### config.mk
export PLATFORM = sky130hd
export DESIGN_NAME = fp_stream_minmax_flat
export DESIGN_NICKNAME = d
export VERILOG_FILES = /design/src/rtl/fp_stream_minmax_pkg.sv /design/src/rtl/fp_stream_minmax_if.sv /design/src/rtl/fp_stream_minmax_order_cmp.sv /design/src/rtl/fp_stream_minmax.sv /design/src/flat_wrapper.sv
export SDC_FILE = /design/constraint.sdc
export NUM_CORES = 1
export LEC_CHECK = 0
export CAP_MARGIN = 40
export CORE_MARGIN = 2
export CORE_UTILIZATION = 50
export DETAILED_ROUTE_END_ITERATION = 8
export PLACE_DENSITY_LB_ADDON = 0.08
export SLEW_MARGIN = 20
export SYNTH_ARGS = -nofsm -noshare
export SYNTH_HDL_FRONTEND = slang
export SYNTH_SLANG_ARGS = --single-unit
### constraint.sdc
create_clock -name clk -period 5.72 [get_ports clk]
set_input_delay 0.572 -clock clk [delete_from_list [all_inputs] [get_ports clk]]
set_output_delay 0.572 -clock clk [all_outputs]
set_load 0.05 [all_outputs]
### src/rtl/fp_stream_minmax_pkg.sv
// Shared binary32 constants, NaN test and frame-tracker state encoding for
// the float stream min/max stage.
package fp_pkg;

  localparam int          WIDTH        = 32;
  localparam int          EXP_W        = 8;
  localparam int          FRAC_W       = 23;
  localparam logic [7:0]  EXP_ALL_ONES = 8'hFF;
  localparam logic [31:0] CANON_NAN    = 32'h7FC0_0000;

  typedef enum logic [1:0] {
    IDLE  = 2'd0,
    ACCUM = 2'd1,
    EMIT  = 2'd2
  } state_t;

  function automatic logic is_nan(input logic [WIDTH-1:0] x);
    return (x[WIDTH-2 -: EXP_W] == EXP_ALL_ONES) && (x[FRAC_W-1:0] != '0);
  endfunction

endpackage

### src/rtl/fp_stream_minmax_if.sv
// Sample-in / record-out stream bundle. Handshake: a beat transfers on the
// rising clk edge where valid and ready are both high; the sender holds its
// payload and valid steady until that edge.
interface fp_stream_minmax_if #(
  parameter int WIDTH = 32,
  parameter int CNT_W = 16
);
  logic             in_valid;
  logic             in_ready;
  logic [WIDTH-1:0] in_data;
  logic             in_last;
  logic             out_valid;
  logic             out_ready;
  logic [WIDTH-1:0] out_max;
  logic [WIDTH-1:0] out_min;
  logic [CNT_W-1:0] out_max_idx;
  logic [CNT_W-1:0] out_min_idx;
  logic [CNT_W-1:0] out_count;
  logic [CNT_W-1:0] out_nan_count;
  logic             out_all_nan;
  logic             out_overflow;

  modport master (
    output in_valid, in_data, in_last, out_ready,
    input  in_ready, out_valid, out_max, out_min, out_max_idx, out_min_idx,
           out_count, out_nan_count, out_all_nan, out_overflow
  );

  modport slave (
    input  in_valid, in_data, in_last, out_ready,
    output in_ready, out_valid, out_max, out_min, out_max_idx, out_min_idx,
           out_count, out_nan_count, out_all_nan, out_overflow
  );
endinterface

### src/rtl/fp_stream_minmax_order_cmp.sv
// Total order on non-NaN binary32 values: sign first, then magnitude
// (reversed for negatives), so -0.0 < +0.0 and infinities sort at the ends.
module fp_order_cmp (
  input  logic [31:0] a,
  input  logic [31:0] b,
  output logic        gt,
  output logic        lt,
  output logic        eq
);
  logic mag_gt;
  logic mag_lt;

  assign mag_gt = a[30:0] > b[30:0];
  assign mag_lt = a[30:0] < b[30:0];

  always_comb begin
    eq = (a == b);
    gt = 1'b0;
    lt = 1'b0;
    if (a[31] != b[31]) begin
      gt = ~a[31];
      lt =  a[31];
    end else if (a[31]) begin
      gt = mag_lt;
      lt = mag_gt;
    end else begin
      gt = mag_gt;
      lt = mag_lt;
    end
  end
endmodule

### src/rtl/fp_stream_minmax.sv
// Per-frame running max/min (with indices), sample and NaN counts for a
// binary32 stream; one result record is held per frame until accepted.
module fp_stream_minmax #(
  parameter int WIDTH = 32,
  parameter int CNT_W = 16
) (
  input  logic            clk,
  input  logic            rst,
  fp_stream_minmax_if.slave bus,
  output fp_pkg::state_t  dbg_state
);
  import fp_pkg::*;

  localparam logic [CNT_W-1:0] CNT_MAX = {CNT_W{1'b1}};

  state_t           state_q, state_d;
  logic             in_ready_q;
  logic [WIDTH-1:0] max_q, min_q;
  logic [CNT_W-1:0] max_idx_q, min_idx_q, count_q, nan_cnt_q;
  logic             have_q, all_nan_q, ovf_q;
  logic             accept, out_fire, smp_nan, gt_max, lt_min;
  logic             unused_eq_max, unused_eq_min;
  logic             have_d;

  assign accept   = bus.in_valid & in_ready_q;
  assign out_fire = (state_q == EMIT) & bus.out_ready;
  assign smp_nan  = is_nan(bus.in_data);

  fp_order_cmp u_cmp_max (.a(bus.in_data), .b(max_q), .gt(gt_max), .lt(), .eq(unused_eq_max));
  fp_order_cmp u_cmp_min (.a(bus.in_data), .b(min_q), .gt(), .lt(lt_min), .eq(unused_eq_min));

  always_comb begin
    state_d = state_q;
    case (state_q)
      IDLE:    if (accept) state_d = bus.in_last ? EMIT : ACCUM;
      ACCUM:   if (accept && bus.in_last) state_d = EMIT;
      EMIT:    if (bus.out_ready) state_d = IDLE;
      default: state_d = IDLE;
    endcase
  end

  // Whether a non-NaN value will be held after this beat.
  assign have_d = (state_q == IDLE) ? ~smp_nan : (have_q | ~smp_nan);

  always_ff @(posedge clk or posedge rst) begin
    if (rst) begin
      state_q    <= IDLE;
      in_ready_q <= 1'b0;
    end else begin
      state_q    <= state_d;
      in_ready_q <= (state_d != EMIT);
    end
  end

  always_ff @(posedge clk or posedge rst) begin
    if (rst) begin
      max_q     <= '0;
      min_q     <= '0;
      max_idx_q <= '0;
      min_idx_q <= '0;
      count_q   <= '0;
      nan_cnt_q <= '0;
      have_q    <= 1'b0;
      all_nan_q <= 1'b0;
      ovf_q     <= 1'b0;
    end else begin
      if (accept) begin
        have_q <= have_d;
        if (bus.in_last) all_nan_q <= ~have_d;
        if (state_q == IDLE) begin
          count_q   <= {{(CNT_W-1){1'b0}}, 1'b1};
          nan_cnt_q <= {{(CNT_W-1){1'b0}}, smp_nan};
          max_idx_q <= '0;
          min_idx_q <= '0;
          ovf_q     <= 1'b0;
          max_q     <= smp_nan ? CANON_NAN : bus.in_data;
          min_q     <= smp_nan ? CANON_NAN : bus.in_data;
        end else begin
          // The new sample's index is the pre-increment (saturated) count.
          if (count_q != CNT_MAX) count_q <= count_q + 1'b1;
          else                    ovf_q   <= 1'b1;
          if (smp_nan && nan_cnt_q != CNT_MAX) nan_cnt_q <= nan_cnt_q + 1'b1;
          if (!smp_nan) begin
            if (!have_q || gt_max) begin
              max_q     <= bus.in_data;
              max_idx_q <= count_q;
            end
            if (!have_q || lt_min) begin
              min_q     <= bus.in_data;
              min_idx_q <= count_q;
            end
          end
        end
      end
      if (out_fire) all_nan_q <= 1'b0;
    end
  end

  assign bus.in_ready      = in_ready_q;
  assign bus.out_valid     = (state_q == EMIT);
  assign bus.out_max       = max_q;
  assign bus.out_min       = min_q;
  assign bus.out_max_idx   = max_idx_q;
  assign bus.out_min_idx   = min_idx_q;
  assign bus.out_count     = count_q;
  assign bus.out_nan_count = nan_cnt_q;
  assign bus.out_all_nan   = all_nan_q;
  assign bus.out_overflow  = ovf_q;
  assign dbg_state         = state_q;
endmodule
### src/flat_wrapper.sv
// flat-port wrapper written by rule: the top's interface ports become plain ports
module fp_stream_minmax_flat import fp_pkg::*;
#(
  parameter int WIDTH = 32,
  parameter int CNT_W = 16
)
  (clk, rst, dbg_state, bus_in_valid, bus_in_data, bus_in_last, bus_out_ready, bus_in_ready, bus_out_valid, bus_out_max, bus_out_min, bus_out_max_idx, bus_out_min_idx, bus_out_count, bus_out_nan_count, bus_out_all_nan, bus_out_overflow);
  fp_stream_minmax_if #(.WIDTH(WIDTH), .CNT_W(CNT_W)) bus_i ();
  input  logic clk;
  input  logic rst;
  output fp_pkg::state_t dbg_state;
  input wire logic [$bits(bus_i.in_valid)-1:0] bus_in_valid;
  input wire logic [$bits(bus_i.in_data)-1:0] bus_in_data;
  input wire logic [$bits(bus_i.in_last)-1:0] bus_in_last;
  input wire logic [$bits(bus_i.out_ready)-1:0] bus_out_ready;
  output wire logic [$bits(bus_i.in_ready)-1:0] bus_in_ready;
  output wire logic [$bits(bus_i.out_valid)-1:0] bus_out_valid;
  output wire logic [$bits(bus_i.out_max)-1:0] bus_out_max;
  output wire logic [$bits(bus_i.out_min)-1:0] bus_out_min;
  output wire logic [$bits(bus_i.out_max_idx)-1:0] bus_out_max_idx;
  output wire logic [$bits(bus_i.out_min_idx)-1:0] bus_out_min_idx;
  output wire logic [$bits(bus_i.out_count)-1:0] bus_out_count;
  output wire logic [$bits(bus_i.out_nan_count)-1:0] bus_out_nan_count;
  output wire logic [$bits(bus_i.out_all_nan)-1:0] bus_out_all_nan;
  output wire logic [$bits(bus_i.out_overflow)-1:0] bus_out_overflow;
  assign bus_i.in_valid = bus_in_valid;
  assign bus_i.in_data = bus_in_data;
  assign bus_i.in_last = bus_in_last;
  assign bus_i.out_ready = bus_out_ready;
  assign bus_in_ready = bus_i.in_ready;
  assign bus_out_valid = bus_i.out_valid;
  assign bus_out_max = bus_i.out_max;
  assign bus_out_min = bus_i.out_min;
  assign bus_out_max_idx = bus_i.out_max_idx;
  assign bus_out_min_idx = bus_i.out_min_idx;
  assign bus_out_count = bus_i.out_count;
  assign bus_out_nan_count = bus_i.out_nan_count;
  assign bus_out_all_nan = bus_i.out_all_nan;
  assign bus_out_overflow = bus_i.out_overflow;
  fp_stream_minmax #(.WIDTH(WIDTH), .CNT_W(CNT_W)) u_core (.clk(clk), .rst(rst), .bus(bus_i), .dbg_state(dbg_state));
endmodule
# After elaboration in Yosys (flattened, before gate mapping)
# Index checks and enable logic that the tools add are counted.
# word_totals
reg_bits,134
latch_bits,0
ramBits,0
mem_bits_ro,0
inputBits,37
n_memories,0
# op_classes
add_sub_neg,2
n_mul,0
div,0
magnitude_cmp,4
n_eq_ne,10
n_shift,0
n_mux,32
n_bitwise,6
n_reduce_logical,20
# ops
op,n
$mux W32,7
$mux W16,10
$gt A31 B31 Y1,2
$lt A31 B31 Y1,2
$add A16 B1 Y16 const B,2
$ne A16 B16 Y1 const B,2
$reduce_bool A23 Y1,1
$reduce_bool A2 Y1,6
$mux W1,10
$eq A8 B8 Y1 const B,1
$mux W2,4
$reduce_and A2 Y1,4
$pmux W2 S3,1
$reduce_and A3 Y1,2
$ne A2 B2 Y1 const B,2
$logic_and A1 B1 Y1,3
$not A1 Y1,3
$and A1 B1 Y1,2
$eq A2 B1 Y1 const B,1
$eq A2 B2 Y1 const B,1
$logic_not A2 Y1,1
$logic_or A1 B1 Y1,2
$ne A1 B1 Y1,2
$ne A2 B1 Y1 const B,1
other kinds (2),2

# Longest topological paths before layout
# logic_depth
ltp_word,9
depth_mapped,11
mapped_depth_nobuf,9

# Cells and area by module
# A second synthesis with hierarchy kept.
# hier_totals
hier_cells,716
hier_area_um2,7475.9
# by_module_without_submodules
mod,instances,cells_each,area_each_um2,seq_area_each_um2
fp_stream_minmax,1,480,5804.3,3353.2
fp_order_cmp at u_core.u_cmp_max,1,117,837.1,0.0
fp_order_cmp at u_core.u_cmp_min,1,119,834.6,0.0

# Worst setup path before layout
# No wires, ideal clock.
# synth_path
path_kind,reg-to-reg
from,"register u_core.min_q[30], in the netlist u_core.bus.out_min[30]"
to,"register u_core.min_q[23], in the netlist u_core.bus.out_min[23]"
setup_time_ns,0.125
t_arrival_ns,2.846
required_time_ns,5.595
slack_ns,2.749
path_stages_with_launch,11
n_path_buf,1
synth_period_minus_slack_ns,2.971
cell_sequence,dfrtp_1 -> inv_1 -> ha_1 -> nand4_1 -> or4_4 -> nor3b_2 -> a31oi_1 -> a41oi_2 -> o21bai_2 -> buf_4 -> mux2_2
# synth_between
elab_chain_cells,6
word_cells_on_any_way,7
classes_between,order compare: 2; mux: 2; reduce/logical: 3
# synth_rtl
item,line,source
start: declaration,fp_stream_minmax.sv:18,"logic [WIDTH-1:0] max_q, min_q;"
start signal: assignment,fp_stream_minmax.sv:77,min_q <= smp_nan ? CANON_NAN : bus.in_data;
start signal: assignment,fp_stream_minmax.sv:89,min_q <= bus.in_data;
$lt A31 B31 Y1 / $gt A31 B31 Y1 (equally long branches),"fp_stream_minmax_order_cmp.sv:14, fp_stream_minmax_order_cmp.sv:13",
$mux W1 (*),fp_stream_minmax_order_cmp.sv:23,end else if (a[31]) begin
$mux W1 (*),fp_stream_minmax_order_cmp.sv:20,if (a[31] != b[31]) begin
$logic_or A1 B1 Y1 (*),fp_stream_minmax.sv:88,if (!have_q || lt_min) begin
$reduce_bool A2 Y1 (no source line) (*),-,
$reduce_and A3 Y1 (no source line) (*),-,
# Every way passes the cells marked *; elsewhere a longest branch is shown, timed or not.
# A chain may end at the register's enable or synchronous reset.

# Final worst setup path
# layout_path
from,input bus_in_data[30]
to,"register u_core.min_idx_q[0], in the netlist u_core.bus.out_min_idx[0]"
# layout_between
elab_chain_cells,6
word_cells_on_any_way,10
classes_between,order compare: 2; eq/ne: 2; mux: 2; reduce/logical: 4
# layout_rtl
item,line,source
start: declaration,flat_wrapper.sv:13,input wire logic [$bits(bus_i.in_data)-1:0] bus_in_data;
$lt A31 B31 Y1 / $gt A31 B31 Y1 (equally long branches),"fp_stream_minmax_order_cmp.sv:14, fp_stream_minmax_order_cmp.sv:13",
$mux W1,fp_stream_minmax_order_cmp.sv:23,
$mux W1,fp_stream_minmax_order_cmp.sv:20,
$logic_or A1 B1 Y1,fp_stream_minmax.sv:88,
$reduce_bool A2 Y1 (no source line),-,
$reduce_and A3 Y1 (no source line) (*),-,
end signal: assignment,fp_stream_minmax.sv:90,min_idx_q <= count_q;
end: declaration,fp_stream_minmax.sv:19,"logic [CNT_W-1:0] max_idx_q, min_idx_q, count_q, nan_cnt_q;"
# Marks and branches as above.

==> out/summary.txt <==
Status: completed
Area grow syn2layout: 35.3%
Clock buffer depth: 2
Register area share after synthesis: 46.9%
Startpoint types: primary input
Number of fill cells: 1053
Setup TNS: 0 ns
Pwr/cell area: 537 mW/mm^2
WL final: 19200 um
Yosys reg bits: 134
H-tree depth: 4
Int Power: 2.83 mW
RSZ-0062 raised after global routing: no
Hold_buf cts: 0
Mapped Cells: 681
Worst endpoint required time: 6.02 ns
# rows: 43
Die Area: 0.0153 sq mm
Final hold violations: 0
Multi-input gate area: 0.00340 sq mm
Hold crit path type: primary input to async pin
Share of cells above drive strength 1: 7.41%
Final min period: 3.72 ns
Core Area: 0.0139 sq mm
Clk root buf: clkbuf_16
Synth top area share: 46.9%
First-pass GRT wire length: 31100 um
Final Total Pwr: 5.19 mW
# Post-CTS Setup Buffers: 0
DP Cell Count: 1013
Num Clock Sinks: 134
Kind of critical path: primary input to flop
Worst Clk Skew: 0.00900 ns
1st-iter DRT viols: 340
Sw Ratio: 45.4%
Slew Viols, Final: 0
Initial Util: 51.3%
Slew HR: 45.5%
Initial DRT Pass Iterations: 5
Synthesized area per cell: 10.5 sq um
Synthesized area: 0.00714 sq mm
Clock power frac: 21.8%
Final setup violation count: 0
Clock Latency Late Sink: 0.42 ns
Cts repair resizes: 0
GR Overflow Total: 0
Ranking of synthesized cells by area: dfrtp_1, ha_1, a22o_1
Final Instance Area: 0.00967 sq mm
Nature of the critical path endpoint: flop
Clock transition at path regs: 0.06 ns
Initial antenna violation count: 0
Register share of total power: 27.7%
Antenna Cells: 0
Post-synth ARST share: 100%
Die Wd: 124 um
DR WL/cell: 18.4 um
Most common cell in the netlist: dfrtp_1
Largest net degree at the start of global routing: 88
Worst-path maximum fanout: 39
Worst Tran Pin Value: 0.815 ns
Data arrival, critical path: 4.02 ns
Maximum operating frequency: 269 MHz
Final net count: 954
Post-route ant nets: 0
Synth warn: 0
Mapped Nets: 782
Post-synth EDFFs: 0
Ys flop type: dfrtp_1
Leak Pwr: 4.31 nW
Hold WS: 0.419 ns
CTS tree: yes
Dominant cell type by area after synthesis: dfrtp_1
IO Pins: 171
Post-synth top cells: dfrtp_1, inv_1, a22o_1, ha_1, nor2_1
Die Y: 124 um
Port-buffer cells: 170
Vias: 6070
Vias/cell: 5.81
Vias in the first global route: 6158
Post-DP HPWL: 13800 um
Register area: 0.00335 sq mm
Final period util: 65.1%
Max_cap viols: 0
Combinational cell fraction of total power: 50.6%
Residual DRC: 0
Non-filler cells, final: 1044
DP Area: 0.00903 sq mm
Synth unique cells: 54
Number of buffers created by CTS: 17
Worst vdd ir: 0.378 mV
Gpl congestion: 0.945
Total track usage: 26.4%
Total net switching power: 2.35 mW
-- cell usage in the layout (no fill, tap or decap), drive strengths merged, types with 22 or more instances in the layout --
cell             n
nand2           30
ha              64
inv             79
dfrtp          134
a21oi           33
clkdlybuf4s50  170
a22o            76
nand4           22
o21ai           25
nor2            40
-- sequential cells by signal, indices dropped and copies added (netlist names) --
signal	flops
u_core.bus.out_min	32
u_core.bus.out_max	32
u_core.bus.out_min_idx	16
u_core.have_q	1
u_core.bus.out_overflow	1
u_core.bus.in_ready	1
u_core.dbg_state	2
u_core.bus.out_nan_count	16
u_core.bus.out_count	16
u_core.bus.out_all_nan	1
u_core.bus.out_max_idx	16
-- final cells by class --
cell class / count / share of cell area (%)
Tap cell: 180 / 2.33
Clock buffer: 20 / 4.72
Inverter: 77 / 3.04
Multi-Input combinational cell: 445 / 35.1
Timing Repair Buffer: 178 / 18.6
Sequential cell: 134 / 34.7
Clock inverter: 10 / 1.53
-- path summary, 6_finish.rpt --
kind | start | to | slack (ns) | cells past startpoint
max in group asynchronous | rst | u_core.bus.out_max[6] | 4.51 | 3
max | bus_in_data[30] | u_core.bus.out_min_idx[0] | 2.00 | 10
max reg2reg | u_core.bus.out_min[29] | u_core.bus.out_min_idx[0] | 2.27 | 10
min in group clk | u_core.bus.out_min_idx[0] | u_core.bus.out_min_idx[0] | 0.49 | 1
min reg2reg | u_core.bus.out_min_idx[0] | u_core.bus.out_min_idx[0] | 0.49 | 1
min | rst | u_core.bus.out_max[29] | 0.42 | 2
-- worst max-delay path, cell delays in order --
cell             delay (ns)
clkdlybuf4s50_1        0.51
ha_1                   0.36
nand4_1                0.20
or4_4                  0.58
nor3_1                 0.20
o21ai_0                0.17
a41oi_2                0.32
o21bai_4               0.25
buf_4                  0.49
mux2_1                 0.36
-- logic make-up (layout without fill, tap and decap cells) --
| logic type | after synthesis | after routing | synth area share, % |
|---|---|---|---|
| flip-flops | 134 | 134 | 46.9 |
| AND/OR/NAND/NOR | 171 | 171 | 12.6 |
| AO/OA/AOI/OAI | 172 | 172 | 17.8 |
| XOR/XNOR | 21 | 21 | 2.57 |
| multiplexers | 17 | 17 | 2.68 |
| buffers and inverters | 102 | 285 | 6.17 |
| adder cells (fa/ha/maj) | 64 | 64 | 11.2 |
-- power by group through the flow --
stage	Combinational, mW	Clock (mW)	Sequential [mW]
5_1_grt	2.82	1.19	1.47
2_1_floorplan	0.942	0	2.26
4_1_cts	2.63	1.14	1.43
6_report	2.62	1.13	1.43
3_5_place_dp	2.61	0	1.44
3_3_place_gp	2.54	0	1.43
-- per-stage QoR --
step / util [%] / worst slack [ns]
floorplan: - / 1.57
global placement: 64.6 / 1.80
detailed placement: 64.8 / 1.66
CTS: 69.2 / 2.08
global route: 69.4 / 1.85
finish: 69.4 / 2.00
-- per-layer routing --
metal  global-route usage (%)  up-vias  wire length (um)
li1                         -     2837                 -
met1                     36.1     2979              8640
met2                     40.5      208              8980
met3                     5.44       46              1040
met4                     11.4        0               504
met5                        0        -                 0
Note: power is estimated with default switching activity, not from simulation.
